===== config.mk =====
export PLATFORM = sky130hd
export DESIGN_NAME = ram_dp_16x32_flat
export DESIGN_NICKNAME = d
export VERILOG_FILES = /design/src/rtl/ram_dp_16x32_pkg.sv /design/src/rtl/ram_dp_16x32_if.sv /design/src/rtl/ram_dp_16x32_storage_array.sv /design/src/rtl/ram_dp_16x32.sv /design/src/flat_wrapper.sv
export SDC_FILE = /design/constraint.sdc
export NUM_CORES = 1
export LEC_CHECK = 0
export ABC_CLOCK_PERIOD_IN_PS = 4300
export BUFFER_PORTS_ARGS = -buffer_cell sky130_fd_sc_hd__buf_2
export CAP_MARGIN = 20
export CORE_ASPECT_RATIO = 1.1
export CORE_MARGIN = 2
export CORE_UTILIZATION = 45
export DETAILED_ROUTE_END_ITERATION = 6
export HOLD_SLACK_MARGIN = 0.02
export PLACE_DENSITY = 0.7
export SLEW_MARGIN = 20
export SYNTH_ARGS = -nofsm -noshare
export SYNTH_HDL_FRONTEND = slang
export SYNTH_SLANG_ARGS = --single-unit
export TNS_END_PERCENT = 30

===== constraint.sdc =====
create_clock -name clk -period 4.3 [get_ports clk]
set_input_delay 0.215 -clock clk [delete_from_list [all_inputs] [get_ports clk]]
set_output_delay 0.215 -clock clk [all_outputs]
set_load 0.01 [all_outputs]

===== src/rtl/ram_dp_16x32_pkg.sv =====
// Shared constants, types and helpers for the 16x32 dual-port RAM.
// Combinational only; no storage.
// No flow control.
package ram_pkg;

    localparam int DATA_WIDTH = 32;
    localparam int ADDR_WIDTH = 4;
    localparam int DEPTH      = 2 ** ADDR_WIDTH;
    localparam int CNT_WIDTH  = 16;

    typedef logic [ADDR_WIDTH-1:0] addr_t;
    typedef logic [DATA_WIDTH-1:0] data_t;
    typedef logic [CNT_WIDTH-1:0]  cnt_t;

    // Counters stick at all-ones instead of wrapping.
    function automatic cnt_t sat_inc(input cnt_t c);
        return (&c) ? c : c + cnt_t'(1);
    endfunction

endpackage


===== src/rtl/ram_dp_16x32_if.sv =====
// Bundles the request and result signals between the RAM drivers and the RAM.
// Wires only; no storage or latency.
// No flow control: requests are sampled every clock.
interface ram_dp_16x32_if;
    import ram_pkg::*;

    logic  wr_enable;
    addr_t wr_addr;
    data_t data_in;
    logic  rd_enable;
    addr_t rd_addr;
    data_t data_out;
    logic  rd_valid;
    logic  rd_uninit;
    cnt_t  wr_count;
    cnt_t  rd_count;

    modport master (
        output wr_enable, wr_addr, data_in, rd_enable, rd_addr,
        input  data_out, rd_valid, rd_uninit, wr_count, rd_count
    );

    modport slave (
        input  wr_enable, wr_addr, data_in, rd_enable, rd_addr,
        output data_out, rd_valid, rd_uninit, wr_count, rd_count
    );

endinterface


===== src/rtl/ram_dp_16x32_storage_array.sv =====
// Plain DEPTH x DATA_WIDTH storage, one synchronous write port, one async read port.
// Write lands at posedge; read is combinational.
// No flow control; contents are never reset.
module ram_storage_array
    import ram_pkg::*;
(
    input  logic  clk,
    input  logic  we,
    input  addr_t waddr,
    input  data_t wdata,
    input  addr_t raddr,
    output data_t rdata
);

    data_t mem [DEPTH];

    always_ff @(posedge clk) begin
        if (we) begin
            mem[waddr] <= wdata;
        end
    end

    assign rdata = mem[raddr];

endmodule


===== src/rtl/ram_dp_16x32.sv =====
// Dual-port 16x32 RAM with registered read, write-first bypass, init tracking and access counters.
// Read data and rd_valid appear one cycle after rd_enable.
// No backpressure: every request is accepted in the cycle it is presented.
module ram_dp_16x32
    import ram_pkg::*;
(
    input  logic          clk,
    input  logic          rst,
    ram_dp_16x32_if.slave bus
);

    logic [DEPTH-1:0] written_map;
    data_t            arr_rdata;
    data_t            data_out_q;
    logic             rd_valid_q;
    logic             rd_uninit_q;
    cnt_t             wr_count_q;
    cnt_t             rd_count_q;
    logic             wr_same_addr;

    // Reset has priority, so a write in the reset cycle must not reach the array.
    ram_storage_array u_array (
        .clk   (clk),
        .we    (bus.wr_enable & ~rst),
        .waddr (bus.wr_addr),
        .wdata (bus.data_in),
        .raddr (bus.rd_addr),
        .rdata (arr_rdata)
    );

    assign wr_same_addr = bus.wr_enable && (bus.wr_addr == bus.rd_addr);

    always_ff @(posedge clk) begin
        if (rst) begin
            written_map <= '0;
            data_out_q  <= '0;
            rd_valid_q  <= 1'b0;
            rd_uninit_q <= 1'b0;
            wr_count_q  <= '0;
            rd_count_q  <= '0;
        end else begin
            rd_valid_q <= bus.rd_enable;
            if (bus.wr_enable) begin
                written_map[bus.wr_addr] <= 1'b1;
                wr_count_q               <= sat_inc(wr_count_q);
            end
            if (bus.rd_enable) begin
                rd_count_q <= sat_inc(rd_count_q);
                // Never-written entries return zero so stale array words stay hidden.
                if (wr_same_addr) begin
                    data_out_q  <= bus.data_in;
                    rd_uninit_q <= 1'b0;
                end else if (!written_map[bus.rd_addr]) begin
                    data_out_q  <= '0;
                    rd_uninit_q <= 1'b1;
                end else begin
                    data_out_q  <= arr_rdata;
                    rd_uninit_q <= 1'b0;
                end
            end
        end
    end

    assign bus.data_out  = data_out_q;
    assign bus.rd_valid  = rd_valid_q;
    assign bus.rd_uninit = rd_uninit_q;
    assign bus.wr_count  = wr_count_q;
    assign bus.rd_count  = rd_count_q;

endmodule

===== src/flat_wrapper.sv =====
// flat-port wrapper written by rule: the top's interface ports become plain ports
module ram_dp_16x32_flat import ram_pkg::*;
  (clk, rst, bus_wr_enable, bus_wr_addr, bus_data_in, bus_rd_enable, bus_rd_addr, bus_data_out, bus_rd_valid, bus_rd_uninit, bus_wr_count, bus_rd_count);
  ram_dp_16x32_if bus_i ();
  input  logic clk;
  input  logic rst;
  input wire logic [$bits(bus_i.wr_enable)-1:0] bus_wr_enable;
  input wire logic [$bits(bus_i.wr_addr)-1:0] bus_wr_addr;
  input wire logic [$bits(bus_i.data_in)-1:0] bus_data_in;
  input wire logic [$bits(bus_i.rd_enable)-1:0] bus_rd_enable;
  input wire logic [$bits(bus_i.rd_addr)-1:0] bus_rd_addr;
  output wire logic [$bits(bus_i.data_out)-1:0] bus_data_out;
  output wire logic [$bits(bus_i.rd_valid)-1:0] bus_rd_valid;
  output wire logic [$bits(bus_i.rd_uninit)-1:0] bus_rd_uninit;
  output wire logic [$bits(bus_i.wr_count)-1:0] bus_wr_count;
  output wire logic [$bits(bus_i.rd_count)-1:0] bus_rd_count;
  assign bus_i.wr_enable = bus_wr_enable;
  assign bus_i.wr_addr = bus_wr_addr;
  assign bus_i.data_in = bus_data_in;
  assign bus_i.rd_enable = bus_rd_enable;
  assign bus_i.rd_addr = bus_rd_addr;
  assign bus_data_out = bus_i.data_out;
  assign bus_rd_valid = bus_i.rd_valid;
  assign bus_rd_uninit = bus_i.rd_uninit;
  assign bus_wr_count = bus_i.wr_count;
  assign bus_rd_count = bus_i.rd_count;
  ram_dp_16x32 u_core (.clk(clk), .rst(rst), .bus(bus_i));
endmodule

# [After elaboration in Yosys (flattened, before gate mapping)]
# Memory sizes are Yosys's and may differ from the RTL's.
# Cells that the tools add are included.
[op_classes] bitwise=5 n_reduce_logical=6 mux=10 magnitude_cmp=3 n_addsub=2 n_eq_ne=1
[op_table] cell="two-way mux 32 bit" n=2
[op_table] cell="adder 16 x 1 -> 16 bit, second input constant" n=2
[op_table] cell="AND reduction 16 bit" n=2
[op_table] cell="bitwise OR 16 bit" n=1
[op_table] cell="< comparator 4 x 5 -> 1 bit, second input constant" n=2
[op_table] cell="two-way mux 1 bit" n=6
[op_table] cell="binary-select mux 1 bit (select 4 bit)" n=1
[op_table] cell="demux 1 bit (select 4 bit)" n=1
[op_table] cell="== test 4 bit" n=1
[op_table] cell="greater-or-equal comparator 4 x 1 -> 1 bit, second input constant" n=1
[op_table] cell="AND reduction 2 bit" n=2
[op_table] cell="NOT 1 bit" n=3
[op_table] cell="logical AND 1 bit" n=2
[op_table] cell="bitwise AND 1 bit" n=1
[word_totals] ram_bits=512 mem_count=1 regBits=82 input_bits=44
[mem_list] memory="u_core.u_array.mem" depth=16 word_bits=32 read_ports=1 rd_ports_with_merged_regs=0 write_ports=1 line="ram_dp_16x32_storage_array.sv:15" source="data_t mem [DEPTH];"

# [Logic depth before layout (Yosys ltp)]
# Gate-level depths: netlist (run 1).
[logic_depth] ltp_word=5 ltp_mapped=8

# [Hierarchy]
# Synthesis (run 1) repeated with hierarchy kept, for this count alone.
[unflattened] cells_unflattened=1339 area_unflattened_um2=23724.0
[modules_own_cells] mod="ram_storage_array" instances=1 seq_area_each_um2=15374.7 area_each_um2=19213.4 cells_per_inst=806
[modules_own_cells] mod="ram_dp_16x32" instances=1 seq_area_each_um2=1641.6 area_each_um2=4510.6 cells_per_inst=533

# [Worst setup path after synthesis (run 1)]
# Ideal clock, no wire load.
[synth_timing] path_type="input to register" startpoint="input bus_wr_enable" endpoint="memory u_core.u_array.mem[0][0] (netlist bit), enable pin" setup_ns=0.464 arrival_ns=3.192 slack_ns=0.644 cell_stages=4 cell_sequence="clkbuf_1 nand2b_1 or3_1 nor3_1"
[synth_between] elab_chain_cells=3
[synth_lines] element="start: declaration" line="flat_wrapper.sv:7" source="input wire logic [$bits(bus_i.wr_enable)-1:0] bus_wr_enable;"
[synth_lines] element="bitwise AND 1 bit" line="ram_dp_16x32.sv:24" source=".we (bus.wr_enable & ~rst),"
[synth_lines] element="two-way mux 1 bit" line="ram_dp_16x32_storage_array.sv:18" source="if (we) begin"
[synth_lines] element="two-way mux 1 bit (implied by the code)" line="ram_dp_16x32_storage_array.sv:19" source="mem[waddr] <= wdata;"
[synth_lines] element="end: declaration" line="ram_dp_16x32_storage_array.sv:15"
# No other way between the ends.

# [Worst setup path after layout (run 1)]
[layout_timing] startpoint="input bus_wr_enable" endpoint="memory u_core.u_array.mem[12][30] (netlist bit), enable pin"
# Same word-level chain as after synthesis.

==> results.md, run 1 <==
- Status: completed
- Slew headroom: 31.10%
- Worst-skew pair later-pin latency: about 0.6 ns
- Critical path class: in -> reg
- Async SR Flop Fraction: 0%
- Synth-to-layout area growth: 15.42%
- Initial core utilization: between 40% and 50%
- Overflow left after global routing: 0
- Unrepaired setup endpoints after global routing: no
- Routed vias/inst: 5.888
- Pwr dens: 449.3 mW/mm^2
- DR WL/cell: about 26 um
- Post-DP HPWL: 27040 um
- Nets: 1362
- Final min period: around 2.6 ns
- Average cell area after synthesis: 20.11 um^2
- Detailed Routing Iterations Pass 1: 5
- Synth warn: 0
- Critical path's slowest cell: nor2_4
- Crit. Startpoint: bus_wr_enable
- Row cnt: 87
- Core box area: 0.05105 mm^2
- Internal: 9546 uW
- Max-slew violations: 0
- Clock power share: 42.5%
- DR vias: 11.95k
- Root buffer cell: clkbuf_16
- Final hold vios: 0
- Worst Max-Slew Pin Slew: 1.031 ns
- CTS tree: built
- Share of post-route cells with drive strength above 1: 27.44%
- Sw power: 2468 uW
- VDD IR-drop max: 0.3117 mV
- Min-delay worst type: in -> reg
- DRC Markers: 0
- First-pass GRT wire length: 76770 um
- TritonCTS buffer count: 56
- PortBufs: 109
- Die area: 0.05332 mm^2
- Post-Syn Nets: 1198
- Most frequent cells in the layout: edfxtp_1 (512), mux4_2 (133), buf_2 (107)
- Non-filler instance count after layout: just over 2k
- Maximum number of pins on one net before global-route repair: 64
- Die width: 220.3 um
- Layout Skew: 0.01376 ns
- Height of the die: 242.0 um
- CP Capture Type: flip-flop
- Pleak: 0.008962 uW
- H-tree depth: 2
- WP buf/inv: 3
- Worst-path clk slew: 0.07 ns
- Register area share after synthesis: 73.45%
- R2R Path Start: u_core.written_map[11]
- Number of global-route vias before repair: 12.03k
- Sequence of cells on the critical path: dlygate4sd3_1, buf_2, nand2b_1, or3_1, nor2_4, buf_4
- Critical path fanouts, max: 22
- Remaining antenna violation count: 0
- Min-delay src: bus_data_in[2]
- Count of unique library cells instantiated by Yosys: 46
- Initial drt markers: 1214
- Area of the multi-input gates: between 0.005 and 0.006 mm^2
- Sw Ratio: 20.54%
- CTS Buffer Depth: 3
- Maximum clock rate: between 300 and 400 MHz
- Startpoint Class: input port
- Logic gate share of total power: 4.7%
- Cells after DPL: 1893
- Final wirelength: around 52000 um
- Clock sinks: 594
- CP Data Arrival Time: 2.86 ns
- Crit-path max cell delay: 0.86 ns
- GRT Total Usage: 19.65%
- Total negative slack: 0 ns
- Cell Area, Synth: 0.02317 mm^2
- Required time of the critical path: 4.59 ns
- # IOs: 110
- Register Area: 0.01702 mm^2
- Number of max-cap violations: 0
- Tcrit/Tclk final: 59.88%
- Diodes inserted: 0
- Sequential power share: 52.8%
- Hold slack final: 0.03840 ns
- Setup Viol. Count Final: 0
- Synthesized flop and latch total: 594
- Top_reg_cell synth: edfxtp_1
- Cells after Synth: 1152
- Post-synth EDFFs: 512
- Crit path max-delay family: simple AND/OR/NAND/NOR gates
- Initial antenna violation count: 3
- Placer Congestion: 0.7873
- Fillers: 3866
- Most common cell after layout, fill and taps aside: edfxtp_1
-- path summary, 6_finish.rpt --
kind / end / slack, ns / cells after the start
worst max-delay path: u_core.u_array.mem[12][30] / 1.73 / 6
worst min-delay path: u_core.u_array.mem[6][2] / 0.04 / 1
worst max register to register: u_core.bus.data_out[17] / 2.14 / 6
worst min register to register: u_core.written_map[9] / 0.45 / 1
-- layout make-up --
| type | instances | area share, % |
|---|---|---|
| clock inverters | 39 | 1.661 |
| inverters | 37 | 0.5194 |
| clock buffers | 66 | 5.461 |
| well taps | 667 | 3.121 |
| repair buffers | 172 | 4.197 |
| flip-flops and latches | 594 | 63.64 |
| multi-input cells | 455 | 21.40 |
-- worst reg2reg max path: cells and delay by family (launching register included) --
family / cells / cell delay (ns)
muxes: 3 / 0.76
buffers and inverters: 1 / 0.52
DFF: 1 / 0.31
AOI/OAI and AO/OA: 1 / 0.23
and+or+nand+nor: 1 / 0.18
-- flip-flops by register name, summed over array words and instances (netlist names) --
register,flops
u_core.bus.data_out,32
u_core.bus.rd_count,16
u_core.bus.rd_uninit,1
u_core.bus.rd_valid,1
u_core.bus.wr_count,16
u_core.u_array.mem,512
u_core.written_map,16
-- repair_timing --
item                       CTS  global route
setup endpoints to repair    0             0
hold endpoints to repair   486             0
resized for setup            0             0
setup buffers                0             0
hold buffers                32             0
-- power by group through the flow --
stage	combinational (uW)	sequential (uW)	clock (uW)
6_report	561	6350	5110
2_1_floorplan	346	6470	0
5_1_grt	604	6350	5400
3_5_place_dp	540	6470	0
3_3_place_gp	528	6470	0
4_1_cts	568	6350	5180
-- cell usage after synthesis, types with 2 or more instances --
cell	instances	area [um^2]
buf_1	8	30.03
inv_1	15	56.30
or4_1	2	15.01
a21o_1	16	120.1
nand4_1	16	100.1
and2_1	4	25.02
dlygate4sd1_1	2	17.52
nor4_1	2	12.51
a21oi_1	5	25.02
mux4_2	133	2995
o31ai_1	3	22.52
clkbuf_1	24	90.09
nor2_1	43	161.4
buf_2	11	55.05
mux2i_1	5	50.05
edfxtp_1	512	15370
mux4_1	31	814.5
nor3b_1	5	37.54
nand2_1	17	63.81
or3_1	2	12.51
ha_1	2	25.02
nand2b_1	3	18.77
buf_6	10	112.6
o21ai_0	6	30.03
clkinv_1	22	82.58
and3_1	3	18.77
dfxtp_1	82	1642
xor2_1	20	175.2
a31oi_1	33	206.5
o22ai_1	32	200.2
buf_4	9	67.56
xnor2_1	6	52.55
nor2b_1	33	206.5
o211ai_1	2	15.01
and4_1	4	35.03
nand3_1	9	45.04
nor3_1	11	55.05
-- cells by family after synthesis --
logic type	count (synthesis)	share of synthesized area [%]
and+or+nand+nor	157	3.613
DFF	594	73.45
AOI/OAI and AO/OA	101	2.825
xor gates and xnor gates	26	0.9829
buffers and inverters	103	2.360
adders and majority gates	2	0.1080
muxes	169	16.66
-- metrics by stage --
step / instance area (um^2) / setup slack (ns) / total power, uW / util, %
final: 26740 / 1.725 / 12010 / 52.38
after global routing: 26740 / 1.638 / 12350 / 52.38
after CTS: 26740 / 1.713 / 12100 / 52.38
after detailed placement: 24510 / 1.523 / 7011 / 48.02
after global placement: 24510 / 1.548 / 6994 / 48.02
after floorplan: 23170 / 0.6444 / 6816 / -
-- routing by layer --
metal  share of wire, %  vias up  GRT usage, %  routed length, um
li1                   -     5072             -                  -
met4                2.3        6         5.389               1191
met2                 51      448         33.33              26440
met1                 40     6333         26.30              21050
met5              0.063        -             0                 33
met3                6.6       93         3.289               3450
Note: power is estimated with default switching activity, not from simulation.
==> inputs of run 2 (changes only) <==
--- a/config.mk
+++ b/config.mk
@@ -5,7 +5,7 @@
 export SDC_FILE = /design/constraint.sdc
 export NUM_CORES = 1
 export LEC_CHECK = 0
-export ABC_CLOCK_PERIOD_IN_PS = 4300
+export ABC_CLOCK_PERIOD_IN_PS = 2550
 export BUFFER_PORTS_ARGS = -buffer_cell sky130_fd_sc_hd__buf_2
 export CAP_MARGIN = 20
 export CORE_ASPECT_RATIO = 1.1
==> constraint.sdc (replaced) <==
create_clock -name clk -period 2.55 [get_ports clk]
set_input_delay 0.1275 -clock clk [delete_from_list [all_inputs] [get_ports clk]]
set_output_delay 0.1275 -clock clk [all_outputs]
set_load 0.01 [all_outputs]
==> results.md, run 2 (synthesis results as in run 1) <==
- Internal: 15930 uW (was 9546 uW)
- Final hold vios: 0 (unchanged)
- First-pass GRT wire length: 77370 um (was 76770 um)
- DR top layer: met5 (unchanged)
- Final min period: 2.035 ns
- CTS Hold Bufs: 34 (was 32)
- DRC Markers: 0 (unchanged)
- Crit-path max cell delay: 0.59 ns (was 0.86 ns)
- Min-delay worst type: in -> reg (unchanged)
- Sequence of cells on the critical path: and4_1, nand3_1, o31ai_1, mux2i_1, nor2_1 (was dlygate4sd3_1, buf_2, nand2b_1, or3_1, nor2_4, buf_4)
- Initial antenna violation count: 5 (was 3)
- Hold slack final: 0.04994 ns (was 0.03840 ns)
- DR WL/cell: 25.50 um (was 25.70 um)
- VDD IR-drop max: 0.5365 mV (was 0.3117 mV)
- Status: completed (unchanged)
- Unrepaired setup endpoints after global routing: no (unchanged)
- Largest register FFs: 512 (unchanged)
- Synth-to-layout area growth: 17.48% (was 15.42%)
- Area of the multi-input gates: 0.005742 mm^2 (was 0.005723 mm^2)
- Fillers: 3828 (was 3866)
- Final Util: 53.31% (was 52.38%)
- Crit path max-delay family: simple AND/OR/NAND/NOR gates (unchanged)
- Pwr dens: 735.7 mW/mm^2 (was 449.3 mW/mm^2)
- Clock sinks: 594 (unchanged)
- Met3 Routed Length: 3511 um (was 3450 um)
- Logic gate share of total power: 5.0% (was 4.7%)
- Die area: 0.05332 mm^2 (unchanged)
- Maximum clock rate: 491.5 MHz
- Slew headroom: 24.69% (was 31.10%)
- CTS Buffer Depth: 3 (unchanged)
- Clock power share: 41.5% (was 42.5%)
- Overflow left after global routing: 0 (unchanged)
- Height of the die: 242.0 um (unchanged)
- Non-filler instance count after layout: 2062 (was 2030)
- Number of max-cap violations: 0 (unchanged)
- CTS tree: built (unchanged)
- PortBufs: 109 (unchanged)
- Sw Ratio: 20.47% (was 20.54%)
- Die width: 220.3 um (unchanged)
- Detailed Routing Iterations Pass 1: 5 (unchanged)
- Worst Max-Slew Pin Slew: 1.127 ns (was 1.031 ns)
- Setup Viol. Count Final: 0 (unchanged)
- Initial drt markers: 1059 (was 1214)
- Most frequent cells in the layout: edfxtp_1 (512), mux4_2 (133), buf_2 (106) (was edfxtp_1 (512), mux4_2 (133), buf_2 (107))
- Worst slack at placement: 0.3769 ns (was 1.523 ns)
- Startpoint Class: flip-flop (was input port)
- WP buf/inv: 0 (was 3)
- Fin worst setup slack: 0.5153 ns (was 1.725 ns)
- Critical path's slowest cell: o31ai_1 (was nor2_4)
- Worst-skew pair later-pin latency: 0.62 ns (was 0.59 ns)
- Sequential power share: 53.5% (was 52.8%)
- TritonCTS buffer count: 56 (unchanged)
- Tcrit/Tclk final: 79.79%
- Initial core utilization: 45.38% (unchanged)
- DR vias: 12.00k (was 11.95k)
- # resized after CTS: 0 (unchanged)
- Placer Congestion: 0.7878 (was 0.7873)
- Metal-1 WL: 21660 um (was 21050 um)
- Nets: 1391 (was 1362)
- Cells after DPL: 1920 (was 1893)
- H-tree depth: 2 (unchanged)
- Final Power: 20030 uW (was 12010 uW)
- Sw power: 4098 uW (was 2468 uW)
- Row cnt: 87 (unchanged)
- Layout Skew: 0.03070 ns (was 0.01376 ns)
- Remaining antenna violation count: 0 (unchanged)
- Final wirelength: 52590 um (was 52160 um)
- Root buffer cell: clkbuf_16 (unchanged)
- GRT Total Usage: 19.84% (was 19.65%)
- # IOs: 110 (unchanged)
- Required time of the critical path: 3.00 ns (was 4.59 ns)
- # Post-CTS Setup Buffers: 0 (unchanged)
- Worst-path clk slew: 0.06 ns (was 0.07 ns)
- Register Area: 0.01702 mm^2 (unchanged)
- Core box area: 0.05105 mm^2 (unchanged)
- Critical path fanouts, max: 7 (was 22)
- Largest register by flop count: u_core.u_array.mem (unchanged)
- Most common cell after layout, fill and taps aside: edfxtp_1 (unchanged)
- WL met2: 26350 um (was 26440 um)
- Post-DP HPWL: 29010 um (was 27040 um)
- Pleak: 0.009175 uW (was 0.008962 uW)
- Routed vias/inst: 5.820 (was 5.888)
- Maximum number of pins on one net before global-route repair: 64 (unchanged)
- Share of post-route cells with drive strength above 1: 28.66% (was 27.44%)
- Number of global-route vias before repair: 12.18k (was 12.03k)
- CP Capture Type: flip-flop (unchanged)
- Max-slew violations: 0 (unchanged)
- Critical path class: reg -> reg (was in -> reg)
- CP Data Arrival Time: 2.48 ns (was 2.86 ns)
## run 2: cell types whose count changed in the layout (fill, tap and decap cells not counted), sizes merged
cell         previous run  this run
buf                   139       166
clkbuf                 67        81
bufinv                  9         5
clkinv                 42        38
inv                    21        17
diode                   0         3
clkinvlp                4         2
dlygate4sd3            32        34
## run 2: tightest hold or removal path: cells and delay by family
family,cells,cell delay (ns)
buf+inv,3,0.34
compound gates,1,0.12
## run 2: stage by stage
stage	instance area (um^2)	TNS [ns]
after global routing	27220	0
after CTS	27210	0
final	27220	0
after global placement	25030	0
after floorplan	23190	-42.90
after detailed placement	25030	0
## run 2: final cells by class
class	count	share of cell area [%]
diodes	3	0.02758
repair buffers	201	6.008
clock buffers	80	5.783
well taps	667	3.066
flip-flops and latches	594	62.52
clock inverters	25	0.9884
inverters	37	0.5103
multi-input cells	455	21.10
## run 2: worst paths after layout
check	start	to	slack (ns)	depth (start not counted)
setup / recovery	u_core.bus.wr_count[9]	u_core.bus.wr_count[1]	0.52	5
hold / removal	rst	u_core.bus.wr_count[6]	0.05	4
setup reg to reg	u_core.bus.wr_count[9]	u_core.bus.wr_count[1]	0.52	5
hold reg to reg	u_core.written_map[11]	u_core.written_map[11]	0.45	1
## run 2: per-layer routing
layer  vias up  GRT usage [%]
met2       448          32.73
met5         -              0
met3        88          3.942
met1      6329          27.15
met4         4          5.034
li1       5131              -
## run 2: power groups by stage
| stage | clock, uW | combinational (uW) | sequential, uW |
|---|---|---|---|
| floorplan | 0 | 585 | 10900 |
| finish | 8320 | 1000 | 10700 |
| detailed placement | 0 | 964 | 10900 |
| global route | 8800 | 1070 | 10700 |
| global placement | 0 | 945 | 10900 |
| CTS | 8450 | 1010 | 10700 |
==> inputs of run 3 (changes only) <==
--- a/config.mk
+++ b/config.mk
@@ -5,7 +5,7 @@
 export SDC_FILE = /design/constraint.sdc
 export NUM_CORES = 1
 export LEC_CHECK = 0
-export ABC_CLOCK_PERIOD_IN_PS = 2550
+export ABC_CLOCK_PERIOD_IN_PS = 1700
 export BUFFER_PORTS_ARGS = -buffer_cell sky130_fd_sc_hd__buf_2
 export CAP_MARGIN = 20
 export CORE_ASPECT_RATIO = 1.1
@@ -13,7 +13,7 @@
 export CORE_UTILIZATION = 45
 export DETAILED_ROUTE_END_ITERATION = 6
 export HOLD_SLACK_MARGIN = 0.02
-export PLACE_DENSITY = 0.7
+export PLACE_DENSITY = 0.73
 export SLEW_MARGIN = 20
 export SYNTH_ARGS = -nofsm -noshare
 export SYNTH_HDL_FRONTEND = slang
==> constraint.sdc (replaced) <==
create_clock -name clk -period 1.7 [get_ports clk]
set_input_delay 0.085 -clock clk [delete_from_list [all_inputs] [get_ports clk]]
set_output_delay 0.085 -clock clk [all_outputs]
set_load 0.01 [all_outputs]
==> results.md, run 3 (synthesis results as in run 1) <==
- Final hold vios: 0 (unchanged)
- Final min period: 1.823 ns (was 2.035 ns)
- Initial drt markers: 1274 (was 1059)
- Root buffer cell: clkbuf_16 (unchanged)
- CTS Buffer Depth: 3 (unchanged)
- Routed vias/inst: 5.735 (was 5.820)
- Status: complete, but fails checks (was completed)
- Final wirelength: 52970 um (was 52590 um)
- Required time of the critical path: 2.16 ns (was 3.00 ns)
- CP Capture Type: flip-flop (unchanged)
- Post-DP HPWL: 31960 um (was 29010 um)
- Min-delay worst type: in -> reg (unchanged)
- Max-slew violations: 0 (unchanged)
- Worst-path clk slew: 0.06 ns (about the same)
- Hold slack final: 0.2009 ns (was 0.04994 ns)
- Share of post-route cells with drive strength above 1: 33.61% (was 28.66%)
- Row cnt: 87 (unchanged)
- Remaining antenna violation count: 0 (unchanged)
- DR WL/cell: 24.90 um (was 25.50 um)
- CP Data Arrival Time: 2.28 ns (was 2.48 ns)
- Most common cell after layout, fill and taps aside: edfxtp_1 (unchanged)
- Number of global-route vias before repair: 12.38k (was 12.18k)
- Initial core utilization: 45.38% (unchanged)
- Pleak: 0.009633 uW (was 0.009175 uW)
- Overflow left after global routing: 0 (unchanged)
- Tcrit/Tclk final: 107.2% (was 79.79%)
- Placer Congestion: 0.8045 (was 0.7878)
- Synth-to-layout area growth: 21.33% (was 17.48%)
- R2R Path Start: u_core.written_map[3] (was u_core.bus.wr_count[9])
- Critical path fanouts, max: 18 (was 7)
- Maximum clock rate: 548.6 MHz (was 491.5 MHz)
- Min-delay src: bus_wr_addr[0] (was rst)
- TritonCTS buffer count: 54 (was 56)
- CTS tree: built (unchanged)
- Startpoint Class: flip-flop (unchanged)
- Layout Skew: 0.02169 ns (was 0.03070 ns)
- Hold Path End: u_core.u_array.mem[0][5] (was u_core.bus.wr_count[6])
- Worst Max-Slew Pin Slew: 0.4959 ns (was 1.127 ns)
- Fillers: 3769 (was 3828)
- R2r endpoint: u_core.bus.data_out[15] (was u_core.bus.wr_count[1])
- Fin worst setup slack: -0.1227 ns (was 0.5153 ns)
- Area of the multi-input gates: 0.005778 mm^2 (was 0.005742 mm^2)
- Unrepaired setup endpoints after global routing: yes (was no)
- Setup Viol. Count Final: 32 (was 0)
- Worst slack at placement: -0.2935 ns (was 0.3769 ns)
- Nets: 1459 (was 1391)
- Critical path class: reg -> reg (unchanged)
- GRT Total Usage: 20.16% (was 19.84%)
- H-tree depth: 2 (unchanged)
- Largest register by flop count: u_core.u_array.mem (unchanged)
- Largest register FFs: 512 (unchanged)
- Min-Delay Path Depth: 4 (unchanged)
- # IOs: 110 (unchanged)
- Worst-skew pair later-pin latency: 0.62 ns (about the same)
- Most frequent cells in the layout: edfxtp_1 (512), mux4_2 (135), buf_2 (107) (was edfxtp_1 (512), mux4_2 (133), buf_2 (106))
- Clock sinks: 594 (unchanged)
- Slew headroom: 66.94% (was 24.69%)
- PortBufs: 109 (unchanged)
- Initial antenna violation count: 1 (was 5)
- Register Area: 0.01702 mm^2 (about the same)
- Detailed Routing Iterations Pass 1: 5 (unchanged)
- VDD IR-drop max: 0.8274 mV (was 0.5365 mV)
- Die width: 220.3 um (unchanged)
- Height of the die: 242.0 um (unchanged)
- Number of max-cap violations: 0 (unchanged)
- First-pass GRT wire length: 78970 um (was 77370 um)
- Core box area: 0.05105 mm^2 (unchanged)
- Pwr dens: 1067 mW/mm^2 (was 735.7 mW/mm^2)
- Die area: 0.05332 mm^2 (unchanged)
- Maximum number of pins on one net before global-route repair: 56 (was 64)
- DRC Markers: 0 (unchanged)
- Failing checks: setup timing
- Worst R2R Setup Slack: -0.12 ns (was 0.52 ns)
- Worst Reg-to-Reg Cells: 6 (was 5)
- DR vias: 12.20k (was 12.00k)
- Crit. Startpoint: u_core.written_map[3] (was u_core.bus.wr_count[9])
[run 3: area by class of cell]
cell class / instances / share of cell area [%]
Inverter: 37 / 0.5386
Multi-Input combinational cell: 455 / 20.56
Timing Repair Buffer: 271 / 8.822
Clock buffer: 76 / 5.640
Antenna cell: 2 / 0.01780
Sequential cell: 594 / 60.55
Clock inverter: 25 / 0.9036
Tap cell: 667 / 2.969
[run 3: power breakdown]
group / total [uW] / switching (uW) / internal, uW / leakage, uW
registers: 16100 / 60.0 / 16000 / 0.00528
logic: 1640 / 849 / 796 / 0.00345
clock network: 12300 / 5310 / 6990 / 0.000908
total: 30000 / 6220 / 23800 / 0.00963
[run 3: what timing repair did]
action	4_1_cts	5_1_grt
resized for setup	9	7
hold buffers	36	0
setup buffers	0	2
setup endpoints to repair	37	50
pin swaps	1	1
endpoints found under the hold margin	565	0
[run 3: per-layer routing]
| metal | up-vias | global-route usage, % | wire (um) |
|---|---|---|---|
| met3 | 94 | 3.679 | 3637 |
| met4 | 0 | 6.198 | 1376 |
| met2 | 505 | 33.41 | 26730 |
| li1 | 5258 | - | - |
| met1 | 6342 | 27.19 | 21230 |
| met5 | - | 0 | 0 |
[run 3: critical path: stages, from the launching register on]
cell and delay (ns):
dfxtp_1 0.31, mux4_1 0.48, mux2i_1 0.15, mux2i_1 0.12, or3b_4 0.29, buf_12 0.19, o22ai_1 0.11
[run 3: metrics by stage]
stage | area, um^2 | TNS (ns) | utilization [%] | cells | total power, uW
global route | 28110 | -4.853 | 55.05 | 2126 | 30850
global placement | 25870 | -6.191 | 50.67 | 1986 | 17890
CTS | 28070 | -2.733 | 54.97 | 2123 | 30210
detailed placement | 25870 | -7.257 | 50.67 | 1986 | 17950
finish | 28110 | -2.779 | 55.06 | 2127 | 30000
floorplan | 23310 | -68.54 | - | 1152 | 17260
[run 3: worst max-delay path by stage]
stage,end,slack [ns],cells after the start
finish,u_core.bus.data_out[15],-0.12,6
global route,u_core.bus.data_out[5],-0.18,6
CTS,u_core.bus.data_out[15],-0.12,6
detailed placement,u_core.bus.data_out[15],-0.29,7
global placement,u_core.bus.data_out[11],-0.24,7
floorplan,u_core.u_array.mem[0][0],-0.35,4
